### config.mk
export PLATFORM = sky130hd
export DESIGN_NAME = shift_registers_prog
export DESIGN_NICKNAME = d
export VERILOG_FILES = /design/src/rtl/newhope_sr_pkg.sv /design/src/rtl/shift_tap_mux.sv /design/src/rtl/shift_registers_prog.sv
export SDC_FILE = /design/constraint.sdc
export NUM_CORES = 1
export LEC_CHECK = 0
export BUFFER_PORTS_ARGS = -buffer_cell sky130_fd_sc_hd__buf_2
export CAP_MARGIN = 5
export CORE_MARGIN = 1.5
export CORE_UTILIZATION = 40
export DETAILED_ROUTE_END_ITERATION = 8
export PLACE_DENSITY = 0.69
export SLEW_MARGIN = 10
export SYNTH_ARGS = -nofsm -noshare
export SYNTH_HDL_FRONTEND = slang
export SYNTH_SLANG_ARGS = --single-unit
### constraint.sdc
create_clock -name clk -period 3.8 [get_ports clk]
set_input_delay 0.38 -clock clk [delete_from_list [all_inputs] [get_ports clk]]
set_output_delay 0.38 -clock clk [all_outputs]
set_load 0.05 [all_outputs]
### src/rtl/newhope_sr_pkg.sv
// Shared constants and helpers for the variable-latency address/data delay lines.
package newhope_sr_pkg;

  localparam int SR_WIDTH     = 18;
  localparam int SR_MAX_DEPTH = 8;

  function automatic int sr_clog2(input int value);
    int r;
    int v;
    r = 0;
    v = value - 1;
    while (v > 0) begin
      r = r + 1;
      v = v >> 1;
    end
    return r;
  endfunction

  // A zero delay has no tap to read from, so it is promoted to one stage.
  function automatic int sr_clamp_delay(input int sel, input int max_depth);
    if (sel < 1) return 1;
    if (sel > max_depth) return max_depth;
    return sel;
  endfunction

endpackage

### src/rtl/shift_tap_mux.sv
// Output tap: picks word/valid of stage delay_q-1. Purely combinational, no backpressure.
module shift_tap_mux #(
  parameter int WIDTH     = 18,
  parameter int MAX_DEPTH = 8,
  parameter int DW        = 4
) (
  input  logic [WIDTH-1:0]     stages [MAX_DEPTH],
  input  logic [MAX_DEPTH-1:0] valids,
  input  logic [DW-1:0]        delay_q,
  output logic [WIDTH-1:0]     word,
  output logic                 valid
);

  always_comb begin
    word  = '0;
    valid = 1'b0;
    for (int i = 0; i < MAX_DEPTH; i++) begin
      if (delay_q == DW'(i + 1)) begin
        word  = stages[i];
        valid = valids[i];
      end
    end
  end

endmodule

### src/rtl/shift_registers_prog.sv
// Programmable-length delay line with per-word valid; latency = delay_q enabled edges.
// clken=0 freezes everything; delay changes only accepted while the line is empty.
module shift_registers_prog
  import newhope_sr_pkg::*;
#(
  parameter int WIDTH       = SR_WIDTH,
  parameter int MAX_DEPTH   = SR_MAX_DEPTH,
  parameter int RESET_DELAY = 8,
  parameter int DW          = sr_clog2(MAX_DEPTH + 1)
) (
  input  logic             clk,
  input  logic             rst_n,
  input  logic             clken,
  input  logic             flush,
  input  logic             delay_ld,
  input  logic [DW-1:0]    delay_sel,
  input  logic [WIDTH-1:0] din,
  input  logic             din_valid,
  output logic [WIDTH-1:0] dout,
  output logic             dout_valid,
  output logic             empty,
  output logic [DW-1:0]    delay_cur,
  output logic             cfg_err
);

  logic [WIDTH-1:0]     stage_q [MAX_DEPTH];
  logic [MAX_DEPTH-1:0] valid_q;
  logic [MAX_DEPTH-1:0] valid_d;
  logic                 empty_q;
  logic [DW-1:0]        delay_q;
  logic                 cfg_err_q;

  always_comb begin
    valid_d = valid_q;
    if (flush) begin
      valid_d = '0;
    end else if (clken) begin
      valid_d[0] = din_valid;
      for (int i = 1; i < MAX_DEPTH; i++) begin
        valid_d[i] = valid_q[i-1];
      end
    end
  end

  always_ff @(posedge clk) begin
    if (!rst_n) begin
      for (int i = 0; i < MAX_DEPTH; i++) stage_q[i] <= '0;
    end else if (!flush && clken) begin
      stage_q[0] <= din;
      for (int i = 1; i < MAX_DEPTH; i++) stage_q[i] <= stage_q[i-1];
    end
  end

  // Empty covers every physical stage, so a shortened delay cannot be reloaded
  // while words still sit beyond the active tap.
  always_ff @(posedge clk) begin
    if (!rst_n) begin
      valid_q <= '0;
      empty_q <= 1'b1;
    end else begin
      valid_q <= valid_d;
      empty_q <= ~|valid_d;
    end
  end

  always_ff @(posedge clk) begin
    if (!rst_n) begin
      delay_q   <= DW'(RESET_DELAY);
      cfg_err_q <= 1'b0;
    end else if (delay_ld) begin
      if (empty_q) begin
        delay_q <= DW'(sr_clamp_delay(int'(delay_sel), MAX_DEPTH));
      end else begin
        cfg_err_q <= 1'b1;
      end
    end
  end

  shift_tap_mux #(
    .WIDTH     (WIDTH),
    .MAX_DEPTH (MAX_DEPTH),
    .DW        (DW)
  ) u_tap (
    .stages  (stage_q),
    .valids  (valid_q),
    .delay_q (delay_q),
    .word    (dout),
    .valid   (dout_valid)
  );

  assign empty     = empty_q;
  assign delay_cur = delay_q;
  assign cfg_err   = cfg_err_q;

endmodule
==> out/results.ini <==
[die]
ioPinCount=53
start_util_pct=40.7
rows=49
die_w_um=138
die_area_um2=19100
coreArea_um2=18000
fp.dieH_um=138

[synthesis]
avgSynthCellArea_um2=8.00
ys.flop_type=dfxtp_1
postSynthCellCount=914
ys_types=37
yosysWarnings=0
synth_area_um2=7320
synth_seq_cells=158
synth_edf_count=0
async_reset_ff_share_pct=0
ys_seq_area_share_pct=43.2
syn-num-nets=942

[cts]
root_buffer=clkbuf_16
clock_path_buffers=2
cts_tree=done
htreeDepth=4
cts.sinks=158
post-cts-setup-buffer-count=0
clk_pin_slew_worst_paths_ns=0.06
cts_buffers=17
cts.hold.buffers_added=0
ctsResizeCount=0
clkLatencyLatePin_ns=0.43

[final_layout]
fill_cells=1737
fin_area_um2=8310
syn_to_final_growth_pct=13.5
final_nets=954
antenna_cells=0
drive_gt1_share_pct=11.5

[worst_setup_path]
cp-start-kind=register
path_max_fanout=17
crit_chain=nand2b_1, buf_4, o21ai_0, o221ai_1, buf_2
critPathArrivalTime_ns=2.78
critPathRequiredTime_ns=3.42
end_kind=output pin
critical-path-top-delay-family=flip-flops
crit_type=register to output pin
critPathBufInv=2
max_stage_delay_ns=0.66
slowest_stage=dfxtp_1

[timing]
relSlewSlack_pct=38.1
fin_crit_ns=3.16
slew_viol_final=0
post-route-period-util_pct=83.2
worst_slew_pin_slew_ns=0.928
finalSetupViolCount=0
rsz0062_at_grt=false
clock_skew_ns=0.00413
fin_tns_setup_ns=0
finalHoldViolations=0
fmax_mhz=316

[detailed_routing]
dr_total_vias=6056
vias_per_cell=5.19
antenna_left=0
first_pass_iters=6
drt_iter0_drc=508
drcViolationCount=0
routed_wl_um=17200
avgRoutedWirePerCell_um=14.8

[placement]
port_buffers=52
place_area_um2=7690
dpl.hpwl_um=10700
gp_congestion=0.769

[grt]
grt_pass1_vias=5614
antenna_found_initial=0
grt_use_total_pct=18.3
gr-total-overflow=0
grt_pass1_wl_um=28600
grt_max_degree=84

[power_and_ir_drop]
power.density_nw_per_um2=451
p_leak_nw=2.74
irDropWorstVdd_v=0.000318

[status]
run_status=complete, no violations

[worst_hold_path]
worstHoldPathType=input pin to register

[flow_run]
max_cap_violations=0

-- flip-flops by register name, indices dropped and copies added, names as in the netlist --
signal	count
empty	1
stage_q	144
delay_cur	4
cfg_err	1
valid_q	8
-- layout make-up --
class / instances / area [um2] / area share (%)
clock buffers: 20 / 447 / 5.38
clock inverters: 11 / 166 / 2.00
inverters: 15 / 56.3 / 0.678
multi-input cells: 666 / 3780 / 45.5
flip-flops and latches: 158 / 3170 / 38.1
well taps: 229 / 287 / 3.45
repair buffers: 68 / 408 / 4.91
-- worst reg2reg max path: stages, from the launching register on --
cell      delay [ns]
dfxtp_2         0.39
buf_4           0.40
nand2_1         0.09
a21boi_0        0.16
-- cell usage in the layout (no fill, tap or decap), types with 6 or more instances in the layout --
cell type	netlist	layout
o32ai_1	14	14
nand2b_1	7	6
a2bb2oi_1	14	14
inv_1	15	15
buf_4	4	15
o221ai_1	14	14
buf_2	24	51
mux2i_1	39	39
clkbuf_16	0	17
nor2_1	35	35
a21oi_1	24	24
o21ai_0	20	20
dfxtp_1	158	156
nand2_1	311	311
a21boi_0	145	145
-- worst paths after layout --
kind                                  start                         to  slack, ns  depth (start not counted)
setup / recovery  delay_cur[3]$_SDFFE_PN1P_                   dout[13]       0.64                          5
hold / removal                       din[2]  stage_q[128]$_SDFFE_PN0P_       0.20                          3
setup reg to reg  delay_cur[0]$_SDFFE_PN0P_  delay_cur[0]$_SDFFE_PN0P_       2.68                          3
hold reg to reg        cfg_err$_SDFFE_PN0P_       cfg_err$_SDFFE_PN0P_       0.46                          1
-- power breakdown --
group | switching (mW) | leakage, nW | internal, mW
Clock | 0.676 | 0.292 | 1.11
Combinational | 0.172 | 1.17 | 0.0941
Sequential | 0.0222 | 1.28 | 1.67
Total | 0.870 | 2.74 | 2.88
-- cells in the mapped netlist (2+ instances only) --
cell type	instances	area share, %
nand2b_1	7	0.60
o21a_1	4	0.41
clkbuf_1	43	2.2
nor2_1	35	1.8
a221o_1	3	0.41
a221oi_1	2	0.24
buf_2	24	1.6
mux2i_1	39	5.3
o21ai_0	20	1.4
buf_1	3	0.15
a21boi_0	145	15
buf_4	4	0.41
nor3b_1	3	0.31
nand2_1	311	16
o32ai_1	14	1.7
o22ai_1	5	0.43
dfxtp_1	158	43
nor3_1	3	0.21
nor2b_1	6	0.51
a2bb2oi_1	14	1.7
a21oi_1	24	1.6
inv_1	15	0.77
or3b_1	2	0.24
mux2_2	4	0.62
o221ai_1	14	1.7
-- routing by layer --
layer / part of all wire, % / GRT usage (%) / vias up
met5: 0 / 0 / -
met4: 1.6 / 6.48 / 0
met3: 5.1 / 3.53 / 24
met2: 43 / 27.9 / 140
met1: 50 / 25.7 / 2783
li1: - / - / 3109
-- logic make-up (layout without fill, tap and decap cells) --
family                 Yosys count  after routing  synth area share [%]
AND/OR/NAND/NOR                374            374                  20.6
flip-flops                     158            158                  43.2
buffers and inverters           90            114                  5.34
multiplexers                    43             43                  5.95
AO/OA/AOI/OAI                  249            249                  24.8
-- metrics by stage --
stage / power, mW / setup WS [ns] / hold slack (ns) / std cells / util (%)
after floorplan: 1.92 / 0.650 / 0.444 / 914 / -
after global placement: 2.00 / 1.15 / 0.441 / 1136 / 42.8
after detailed placement: 2.00 / 1.11 / 0.452 / 1136 / 42.8
after CTS: 3.78 / 0.645 / 0.181 / 1167 / 46.2
after global routing: 3.88 / 0.530 / 0.215 / 1167 / 46.2
final: 3.75 / 0.640 / 0.198 / 1167 / 46.2
Note: power is estimated with default switching activity, not from simulation.
